<file path="src/rtl/pipe_stage_elastic.sv">
// ---------------------------------------------------------------------------
// pipe_stage_elastic
//
// Elastic inter-stage pipeline register (D/E, E/M, M/W). It carries one
// packed payload per beat. Stalls propagate backward through in_ready, so
// no central stall net is needed. A synchronous flush kills every held beat
// and zeroes the control field. SKID=1 selects a two-entry skid buffer with
// a registered in_ready. A saturating counter records downstream stall
// cycles.
//
// Handshake: a beat moves across an interface on a rising edge where valid
// and ready are both high. The sender must not make valid depend on ready.
// Beats leave in the order they were accepted.
//
// Ports:
//   clk          clock, all state changes on the rising edge
//   reset        asynchronous, active-high reset
//   flush        synchronous kill of held beats and of the presented input
//   in_valid     upstream beat present
//   in_ready     stage can accept a beat this cycle
//   in_data      upstream payload, control in [DATA_W-1 -: CTRL_W]
//   out_valid    downstream beat present
//   out_ready    downstream accepts out_data this cycle
//   out_data     head payload (control field zero while out_valid=0)
//   occupancy    number of held beats (0..2)
//   stall_cycles saturating count of cycles with out_valid & ~out_ready
// ---------------------------------------------------------------------------
module pipe_stage_elastic #(
    parameter int DATA_W = 165,
    parameter int CTRL_W = 17,
    parameter int SKID   = 1,
    parameter int CNT_W  = 16
) (
    input  logic              clk,
    input  logic              reset,
    input  logic              flush,
    input  logic              in_valid,
    output logic              in_ready,
    input  logic [DATA_W-1:0] in_data,
    output logic              out_valid,
    input  logic              out_ready,
    output logic [DATA_W-1:0] out_data,
    output logic [1:0]        occupancy,
    output logic [CNT_W-1:0]  stall_cycles
);

    // DATA_MASK keeps the data field and clears the control field.
    // Shifting by CTRL_W covers both edge cases: CTRL_W=0 keeps every bit,
    // and CTRL_W=DATA_W clears every bit.
    localparam logic [DATA_W-1:0] ALL_ONES  = {DATA_W{1'b1}};
    localparam logic [DATA_W-1:0] DATA_MASK = ALL_ONES >> CTRL_W;
    localparam logic [CNT_W-1:0]  CNT_MAX   = {CNT_W{1'b1}};

    logic              m_valid;
    logic [DATA_W-1:0] m_data;
    logic              s_valid;
    logic              in_xfer;
    logic              out_xfer;

    assign in_xfer   = in_valid & in_ready;
    assign out_xfer  = m_valid & out_ready;
    assign out_valid = m_valid;
    // A bubble shows the retained data field with the control field zeroed.
    assign out_data  = m_valid ? m_data : (m_data & DATA_MASK);
    assign occupancy = {1'b0, m_valid} + {1'b0, s_valid};

    generate
        if (SKID != 0) begin : g_skid
            logic [DATA_W-1:0] s_data;

            // S is the only state that can block input. This keeps in_ready
            // a register output, so no combinational path runs from
            // out_ready to in_ready.
            assign in_ready = ~s_valid;

            always_ff @(posedge clk or posedge reset) begin
                if (reset) begin
                    m_valid <= 1'b0;
                    s_valid <= 1'b0;
                    m_data  <= '0;
                    s_data  <= '0;
                end else if (flush) begin
                    m_valid <= 1'b0;
                    s_valid <= 1'b0;
                    m_data  <= m_data & DATA_MASK;
                    s_data  <= s_data & DATA_MASK;
                end else if (out_xfer && s_valid) begin
                    // Promote the skid entry. in_ready is low here, so no
                    // input can arrive in the same cycle.
                    m_data  <= s_data;
                    s_valid <= 1'b0;
                end else if (in_xfer) begin
                    if (!m_valid || out_xfer) begin
                        m_valid <= 1'b1;
                        m_data  <= in_data;
                    end else begin
                        s_valid <= 1'b1;
                        s_data  <= in_data;
                    end
                end else if (out_xfer) begin
                    m_valid <= 1'b0;
                end
            end
        end else begin : g_single
            assign s_valid  = 1'b0;
            assign in_ready = out_ready | ~m_valid;

            always_ff @(posedge clk or posedge reset) begin
                if (reset) begin
                    m_valid <= 1'b0;
                    m_data  <= '0;
                end else if (flush) begin
                    m_valid <= 1'b0;
                    m_data  <= m_data & DATA_MASK;
                end else if (in_xfer) begin
                    m_valid <= 1'b1;
                    m_data  <= in_data;
                end else if (out_xfer) begin
                    m_valid <= 1'b0;
                end
            end
        end
    endgenerate

    // Flush does not touch the counter. Only reset clears it.
    always_ff @(posedge clk or posedge reset) begin
        if (reset) begin
            stall_cycles <= '0;
        end else if (m_valid && !out_ready && stall_cycles != CNT_MAX) begin
            stall_cycles <= stall_cycles + 1'b1;
        end
    end

endmodule

</file>
<file path="config.mk">
export PLATFORM = sky130hd
export DESIGN_NAME = pipe_stage_elastic
export DESIGN_NICKNAME = d
export VERILOG_FILES = /design/src/rtl/pipe_stage_elastic.sv
export SDC_FILE = /design/constraint.sdc
export NUM_CORES = 1
export LEC_CHECK = 0
export CAP_MARGIN = 20
export CORE_MARGIN = 10
export CORE_UTILIZATION = 50
export DETAILED_ROUTE_END_ITERATION = 10
export GPL_TIMING_DRIVEN = 0
export HOLD_SLACK_MARGIN = 0.03
export PLACE_DENSITY = 0.79
export SKIP_CTS_REPAIR_TIMING = 1
export SYNTH_ARGS = -nofsm -noshare
export SYNTH_HDL_FRONTEND = slang
export SYNTH_SLANG_ARGS = --single-unit
</file>
<file path="constraint.sdc">
create_clock -name clk -period 29 [get_ports clk]
set_input_delay 7.25 -clock clk [delete_from_list [all_inputs] [get_ports clk]]
set_output_delay 7.25 -clock clk [all_outputs]
set_load 0.1 [all_outputs]
</file>
== Yosys cells after proc, flatten, opt, wreduce, memory -nomap -nowiden ==
Index checks and enable logic that the tools add are counted.
Operators by class
  shifts and indexed selects: 0
  $mul: 0
  order comparisons: 0
  divide/modulo/power cells: 0
  add/sub/neg operators: 2
  mux-type cells: 18
  reduce and logical (&&, ||, !) cells: 18
  bitwise operators: 6
  equality and inequality tests: 5
Operators by type and width (number)
  two-way mux 165 bit: 9
  adder 16 x 1 -> 16 bit, second input constant: 1
  inequality test 16 bit, second input constant: 1
  two-way mux 1 bit: 9
  AND reduction 3 bit: 3
  nonzero test 3 bit: 3
  nonzero test 2 bit: 3
  inequality test 2 bit, second input constant: 2
  inverter 1 bit: 4
  AND reduction 2 bit: 2
  AND reduction 4 bit: 1
  logical AND 1 bit: 3
  inequality test 3 x 2 -> 1 bit, second input constant: 1
  inequality test 3 bit, second input constant: 1
  adder 1 x 1 -> 2 bit: 1
  bitwise AND 1 bit: 2
  logical NOT 1 bit: 2
  logical OR 1 bit: 1
Storage, ports and cells
  memories kept: 0
  word-level logic and storage cells: 56
  RAM bits: 0
  bits in latches: 0
  bits in registers: 348
  output and inout port bits: 185
  ROM bits: 0

== Logic depth before layout (Yosys ltp) ==
Gate-level depths: netlist (run 1).
  depth in word-level cells: 6
  depth in mapped cells: 7
  gate-level depth less buffers: 5

== Worst setup path before layout (run 1) ==
No wires, ideal clock.
  path kind: reg-to-output
  from: register m_valid, in the netlist out_valid
  to: output out_data[148]
  data arrival time: 2.238 ns
  setup slack: 19.512 ns
  buffers on the path: 2
  stages on the path, launching flop included: 4
  required time: 21.750 ns
  cell sequence: dfrtp_1 -> clkbuf_1 -> clkbuf_1 -> and2_1
Between the ends
  cells in the longest elaborated chain, start to end: 1
RTL lines
  start: declaration: RTL line 54  | logic m_valid;
  start signal: assignment: RTL line 78  | m_valid <= 1'b0;
  start signal: assignment: RTL line 83  | m_valid <= 1'b0;
  start signal: assignment: RTL line 94  | m_valid <= 1'b1;
  two-way mux 165 bit: RTL line 64  | assign out_data = m_valid ? m_data : (m_data & DATA_MASK);
  end: declaration: RTL line 42  | output logic [DATA_W-1:0] out_data,
No other way between the ends.

== Worst setup path after layout (run 1) ==
  from: register m_valid, in the netlist out_valid
  to: output out_data[152]
The elaborated chain is that of the path after synthesis.

==> flow_summary.toml, run 1 <==
[logic_synthesis]
synth-edff-count = 0
synth_area_leaders = "dfrtp_1 55%, buf_4 8.1%, nand2_1 8.0%, mux2_1 7.9%, a31oi_1 5.8%"
synth_nets = 1703
yosys_warnings = 0
avgSynthCellArea_um2 = 10.4
netlist.area_leader.share_pct = 55.0
synth_async_sr_flop_share_pct = 100
syn_inst = 1531
synth.distinct_cells = 37
syn_area_um2 = 15800
yosys.area.top_type = "dfrtp_1"
synth_seq_cells = 348
yosys_most_used_dff = "dfrtp_1"
synth-seq-area-share_pct = 55.0

[final_layout]
nFillCells = 2341
final_common_cell = "clkdlybuf4s50_1"
drive_above_1_share_pct = 16.3
mostFrequentLayoutCells = "354 x clkdlybuf4s50_1, 348 x dfrtp_1, 339 x nand2_1, 172 x buf_4, 150 x nor2_1"
syn2layout_area_growth_pct = 34.5
final-seq-area_um2 = 8710
nets = 2100
multiInputGateArea_um2 = 5500

[placed_design]
hpwl_um = 33200
port_buffers = 354
gp_congestion = 0.823

[min_path]
min_path_type = "reg -> reg"
holdPathStages = 2

[timing]
relSlewSlack_pct = 27.7
fin_crit_sh_pct = 35.4
hold_viol_final = 0
setup_viol = 0
setup_tns_ns = 0
rsz0062_at_grt = "no"
max_clock_freq_mhz = 97.5
finClkSkew_ns = 0.0124
hold_ws_ns = 0.471
finalMaxSlewViolations = 0
period_needed_ns = 10.26
tightestPinTransition_ns = 1.08

[job]
max-cap-violations = 0

[floorplanning]
die-area_um2 = 39200
die_w_um = 198
dieHeight_um = 198
rows = 65
io_pins = 355
core_area_um2 = 31400
start_util_pct = 50.5

[clock_network]
cts_root_buf = "clkbuf_16"
clock_sinks = 348
tritoncts = "done"
cts.clk_slew.worst_paths_ns = 0.06
insertion_delay_ns = 0.52
clock_path_buffers = 3
numCtsBuffers = 39
htree_num_levels = 2

[setup_path]
r2r_start = "out_valid"
rrSetupSlack_ns = 26.73
critPathKind = "reg -> out"
path_max_fanout = 10
r2r_end = "g_skid.s_data[41]"
r2r_cells = 6
end_kind = "output pin"
cp-endpoint = "out_data[152]"
cp-startpoint = "out_valid"
critPathLaunchType = "flop"
worstPathArrival_ns = 3.01
crit_required_ns = 21.75

[routing]
wl_per_cell_um = 19.5
drtAntennaViolNets = 0
viasPerCell = 5.34
vias = 12700
drtIter0Drc = 691
dr.pass1.iters = 5
drc = 0
totalWireLength_um = 46200

[power_and_ir_drop]
p_per_area_nw_per_um2 = 82.6
ir_drop_v = 0.0000590
total_leakage_power_uw = 0.00937
power_uw = 1760

[grt]
grt_usage_pct = 23.1
antenna_found_initial = 12
overflow = 0
grt_max_degree = 131
grt_pass1_wl_um = 72200
grt_pass1_vias = 13100

[outcome]
outcome = "finished clean"
-- sequential cells by signal (all words and copies together), names as in the netlist --
name,cells
out_valid,1
stall_cycles,16
s_valid,1
m_data,165
g_skid.s_data,165
-- worst min-delay path by stage --
stage                      start           endpoint  slack [ns]
6_report             m_data[162]        m_data[162]        0.47
5_1_grt        g_skid.s_data[30]  g_skid.s_data[30]        0.49
3_5_place_dp         m_data[162]        m_data[162]        0.46
3_3_place_gp         m_data[160]        m_data[160]        0.46
4_1_cts              m_data[162]        m_data[162]        0.48
2_1_floorplan        m_data[157]        m_data[157]        0.44
-- synthesized netlist by cell type, types with 4 or more instances --
master and n:
dfrtp_1 348, clkbuf_1 39, xor2_1 9, nor2_1 150
nor4_1 4, and2_1 18, and3_1 5, buf_4 172
nand3_1 23, mux2_2 40, mux2i_1 17, nand2_1 339
a31oi_1 148, buf_2 31, a21oi_1 26, mux2_1 111
o31ai_1 17, nand2b_1 4
-- per-stage QoR --
| step | instance area, um^2 | cells | setup WS (ns) | utilization (%) |
|---|---|---|---|---|
| after floorplan | 15800 | 1531 | 12.10 | - |
| after global placement | 19900 | 2287 | 8.13 | 63.4 |
| after detailed placement | 20000 | 2289 | 19.29 | 63.6 |
| after CTS | 21300 | 2361 | 18.76 | 67.8 |
| after global routing | 21300 | 2367 | 18.61 | 67.9 |
| final | 21300 | 2371 | 18.74 | 67.9 |
-- cell families after synthesis --
logic type,after synthesis,synth area share [%]
simple gates,555,14.3
buf+inv,249,10.4
flops,348,55.0
fa+ha+maj,2,0.158
xor+xnor,12,0.663
compound gates,197,7.75
mux,168,11.8
-- cell type report --
cell class / count / area share (%)
inverter: 3 / 0.0881
buffer: 246 / 7.65
clock inverter: 14 / 0.863
antenna: 10 / 0.117
clock buffer: 58 / 5.38
timing repair buffer: 356 / 16.9
multi-input combinational: 934 / 25.8
tap: 402 / 2.36
sequential: 348 / 40.9
-- worst max-delay path, stage by stage, from the launching register on --
cell	delay [ns]
dfrtp_1	0.45
clkbuf_1	0.40
clkbuf_1	0.31
and2_1	0.19
clkdlybuf4s50_1	1.14
-- metal layers --
metal,part of all wire (%),track usage [%],up-vias
met5,0.10,0,-
met4,3.2,9.17,6
met3,6.7,5.57,104
met2,51,39.2,417
met1,39,27.7,6307
li1,-,-,5833
-- where the power goes --
group	internal, uW	switching, uW	total (uW)
sequential	584	55.4	639
clock	310	199	510
combinational	192	418	611
total	1090	673	1760
Power figures use the tool's default switching activity.
==> run 2, diff against run 1 <==
- CORE_UTILIZATION: 50 -> 46
- PLACE_DENSITY: 0.79 -> 0.77
- clock period: 29 -> 8.8 ns (I/O delays scaled with it)
==> flow_summary.toml, run 2 (synthesized netlist as in run 1, its figures left out) <==
[outcome]
outcome = "finished clean"

[timing]
rsz0062_at_grt = "no"
setup_ws_ns = 3.58
finClkSkew_ns = 0.0163
hold_ws_ns = 0.470
relSlewSlack_pct = 26.2
hold_viol_final = 0
tightestPinTransition_ns = 1.10
period_needed_ns = 5.22
max_clock_freq_mhz = 192
finalMaxSlewViolations = 0
setup_viol = 0
fin_crit_sh_pct = 59.3

[setup_path]
worstPathArrival_ns = 3.02
r2r_start = "out_valid"
crit_cells = 4
crit_slowest_cell = "clkdlybuf4s50_1"
r2r_end = "g_skid.s_data[36]"
crit_top_cell = "clkbuf_1"
path_max_fanout = 10
cpPeakStageDelay_ns = 1.16
critPathKind = "reg -> out"
crit_path_cell_trace = "clkbuf_1, clkbuf_1, and2_1, clkdlybuf4s50_1"
cp-startpoint = "out_valid"
r2r_cells = 6
cp-endpoint = "out_data[149]"
end_kind = "output pin"
cp_top_family = "buffers and inverters"
crit_required_ns = 6.60
critPathLaunchType = "flop"
critPathBufInv = 3
rrSetupSlack_ns = 6.54

[min_path]
min_path_type = "reg -> reg"
holdPathStages = 2

[grt]
antenna_found_initial = 9
overflow = 0
grt_max_degree = 42
grt_usage_pct = 21.3
grt_pass1_vias = 12700
grt_pass1_wl_um = 71300

[clock_network]
cts.clk_slew.worst_paths_ns = 0.06
cts_root_buf = "clkbuf_16"
tritoncts = "done"
clock_sinks = 348
clock_path_buffers = 3
numCtsBuffers = 38
htree_num_levels = 2
insertion_delay_ns = 0.52

[final_layout]
nets = 2106
mostFrequentLayoutCells = "354 x clkdlybuf4s50_1, 348 x dfrtp_1, 339 x nand2_1, 172 x buf_4, 150 x nor2_1"
final_common_cell = "clkdlybuf4s50_1"
syn2layout_area_growth_pct = 35.3
largestRegisters = "g_skid.s_data: 165 flops, m_data: 165 flops, stall_cycles: 16 flops"
drive_above_1_share_pct = 16.4

[floorplanning]
die_w_um = 206
die-area_um2 = 42300
rows = 67
io_pins = 355
dieHeight_um = 206
core_area_um2 = 33800
start_util_pct = 46.9

[job]
max-cap-violations = 0

[routing]
drc = 0
dr.pass1.iters = 7
drtAntennaViolNets = 0
wl_per_cell_um = 19.3
totalWireLength_um = 46500
drtIter0Drc = 620
viasPerCell = 5.20
vias = 12600

[placed_design]
hpwl_um = 34100
gp_congestion = 0.870
port_buffers = 354
place_ws_ns = 4.12

[power_and_ir_drop]
ir_drop_v = 0.000209
total_leakage_power_uw = 0.00940
p_per_area_nw_per_um2 = 269
-- run 2: cell count changes in the layout (fill, tap and decap cells not counted) --
cell | before | now
buf_16 | 2 | 0
diode_2 | 10 | 7
clkinv_2 | 6 | 4
clkinvlp_4 | 1 | 2
inv_6 | 3 | 1
clkbuf_8 | 10 | 9
buf_12 | 0 | 9
inv_8 | 1 | 0
clkbuf_1 | 48 | 46
-- run 2: worst min path at each step --
stage | endpoint | start
2_1_floorplan | m_data[157] | m_data[157]
3_3_place_gp | m_data[164] | m_data[164]
3_5_place_dp | m_data[161] | m_data[161]
4_1_cts | m_data[161] | m_data[161]
5_1_grt | g_skid.s_data[20] | g_skid.s_data[20]
6_report | m_data[161] | m_data[161]
-- run 2: power by group --
| part | internal, uW | leakage [uW] | total, uW | switching [uW] |
|---|---|---|---|---|
| Clock | 1000 | 0.000630 | 1630 | 631 |
| Sequential | 1920 | 0.00414 | 2100 | 180 |
| Combinational | 640 | 0.00463 | 2020 | 1380 |
| Total | 3570 | 0.00940 | 5760 | 2190 |
-- run 2: per-stage QoR --
step                instances  cell area, um^2  util [%]  power, uW  TNS (ns)
floorplan                1531            15900         -       3630         0
global placement         2333            20000      59.1       4100   -138.22
detailed placement       2342            20100      59.6       4150         0
CTS                      2407            21400      63.4       5800         0
global route             2412            21400      63.4       5990         0
finish                   2414            21400      63.4       5760         0
-- run 2: tightest hold or removal path, delay by kind of cell (launching register included) --
kind	cells	cell delay (ns)
AND/OR/NAND/NOR	1	0.05
AO/OA/AOI/OAI	1	0.05
flip-flops	1	0.34
-- run 2: layout make-up --
cell class / instances / area, um^2
fill: 2621 / 12300
sequential: 348 / 8710
multi-input combinational: 934 / 5500
timing repair buffer: 363 / 3720
buffer: 246 / 1630
clock buffer: 55 / 1130
tap: 448 / 561
clock inverter: 10 / 156
antenna: 7 / 17.5
inverter: 3 / 15.0
-- run 2: routing by layer --
layer,routed length [um],part of all wire [%],track usage [%],up-vias
met5,46,0.099,0,-
met4,1480,3.2,8.74,6
met3,3070,6.6,5.11,95
met2,22900,49,34.9,371
met1,19000,41,26.5,6257
li1,-,-,-,5831
==> run 3, diff against run 2 <==
- clock period: 8.8 -> 4.2 ns (I/O delays scaled with it)
==> flow_summary.toml, run 3 (synthesized netlist as in run 1, its figures left out) <==
[clock_network]
clock_path_buffers = 3
cts_root_buf = "clkbuf_16"
numCtsBuffers = 38
clock_sinks = 348
insertion_delay_ns = 0.52
tritoncts = "done"
cts.clk_slew.worst_paths_ns = 0.06
htree_num_levels = 2

[timing]
period_needed_ns = 4.05
finClkSkew_ns = 0.0174
rsz0062_at_grt = "no"
fin_crit_sh_pct = 96.4
setup_viol = 0
setup_tns_ns = 0
max_clock_freq_mhz = 247
tightestPinTransition_ns = 1.10
hold_ws_ns = 0.470
hold_viol_final = 0
relSlewSlack_pct = 26.2
finalMaxSlewViolations = 0

[final_layout]
syn2layout_area_growth_pct = 35.3
nFillCells = 2619
drive_above_1_share_pct = 16.4
final_common_cell = "clkdlybuf4s50_1"
multiInputGateArea_um2 = 5500
final_cells = 2414
largestRegisters = "g_skid.s_data: 165 flops, m_data: 165 flops, stall_cycles: 16 flops"
nets = 2106
final-seq-area_um2 = 8710
mostFrequentLayoutCells = "353 x clkdlybuf4s50_1, 348 x dfrtp_1, 339 x nand2_1, 172 x buf_4, 150 x nor2_1"
fin_util_pct = 63.5

[setup_path]
crit_slowest_cell = "clkdlybuf4s50_1"
crit_top_cell = "clkbuf_1"
cp_top_family = "buffers and inverters"
critPathKind = "reg -> out"
crit_required_ns = 3.15
end_kind = "output pin"
path_max_fanout = 10
critPathBufInv = 3
worstPathArrival_ns = 3.00
crit_path_cell_trace = "clkbuf_1, clkbuf_1, and2_1, clkdlybuf4s50_1"
cpPeakStageDelay_ns = 1.14
critPathLaunchType = "flop"

[power_and_ir_drop]
ir_drop_v = 0.000438
p_per_area_nw_per_um2 = 563
total_leakage_power_uw = 0.00941

[floorplanning]
start_util_pct = 46.9
die_w_um = 206
rows = 67
io_pins = 355
core_area_um2 = 33800
dieHeight_um = 206
die-area_um2 = 42300

[grt]
grt_pass1_wl_um = 71300
grt_usage_pct = 21.3
antenna_found_initial = 9
grt_max_degree = 42
grt_pass1_vias = 12700
overflow = 0

[routing]
vias = 12600
drc = 0
drtIter0Drc = 619
viasPerCell = 5.21
dr.pass1.iters = 5
wl_per_cell_um = 19.3
drtAntennaViolNets = 0
totalWireLength_um = 46500

[placed_design]
gp_congestion = 0.870
post-place-cells = 2342
hpwl_um = 34100
port_buffers = 354

[outcome]
outcome = "finished clean"

[job]
max-cap-violations = 0

[min_path]
min_path_type = "reg -> reg"
## run 3: changes by cell type in the layout (fill, tap and decap cells not counted)
cell and delta:
clkdlybuf4s50_1 -1, dlymetal6s2s_1 +1
## run 3: worst paths after layout
path	startpoint	end	slack, ns	cells past startpoint
max	out_valid	out_data[151]	0.15	4
min	m_data[161]	m_data[161]	0.47	2
max reg2reg	out_valid	g_skid.s_data[36]	1.94	6
min reg2reg	m_data[161]	m_data[161]	0.47	2
max in group asynchronous	reset	g_skid.s_data[77]	2.03	5
min in group asynchronous	reset	g_skid.s_data[30]	0.99	2
## run 3: through the flow
stage               setup slack (ns)  power, uW  cell area, um^2
finish                         0.153      12100            21400
detailed placement             0.668       8700            20100
CTS                            0.116      12200            21400
global route                 0.00221      12500            21400
global placement               -3.88       8590            20000
floorplan                      -1.51       7600            15900
## run 3: area by class of cell
| class | count | share of cell area, % |
|---|---|---|
| antenna | 7 | 0.0817 |
| buffer | 246 | 7.60 |
| clock buffer | 55 | 5.25 |
| clock inverter | 10 | 0.730 |
| inverter | 3 | 0.0700 |
| multi-input combinational | 934 | 25.6 |
| sequential | 348 | 40.6 |
| tap | 448 | 2.61 |
| timing repair buffer | 363 | 17.4 |
## run 3: worst reg2reg max path, cell delays in order (launching register included)
cell and delay [ns]:
dfrtp_1 0.46, and2b_4 0.25, nand3_4 0.16, nor2_2 0.36, buf_4 0.31, buf_4 0.25, mux2_1 0.36
## run 3: routing by layer
layer | share of wire (%) | wire length (um) | GRT usage, % | vias up
met5 | 0.099 | 46 | 0 | -
met4 | 3.2 | 1470 | 8.74 | 6
met3 | 6.6 | 3080 | 5.11 | 95
met2 | 49 | 22900 | 34.9 | 375
met1 | 41 | 19000 | 26.5 | 6281
li1 | - | - | - | 5826
## run 3: report_power, final
part | internal [uW] | switching, uW
combinational | 1340 | 2900
clock | 2100 | 1320
sequential | 4030 | 377
total | 7470 | 4600
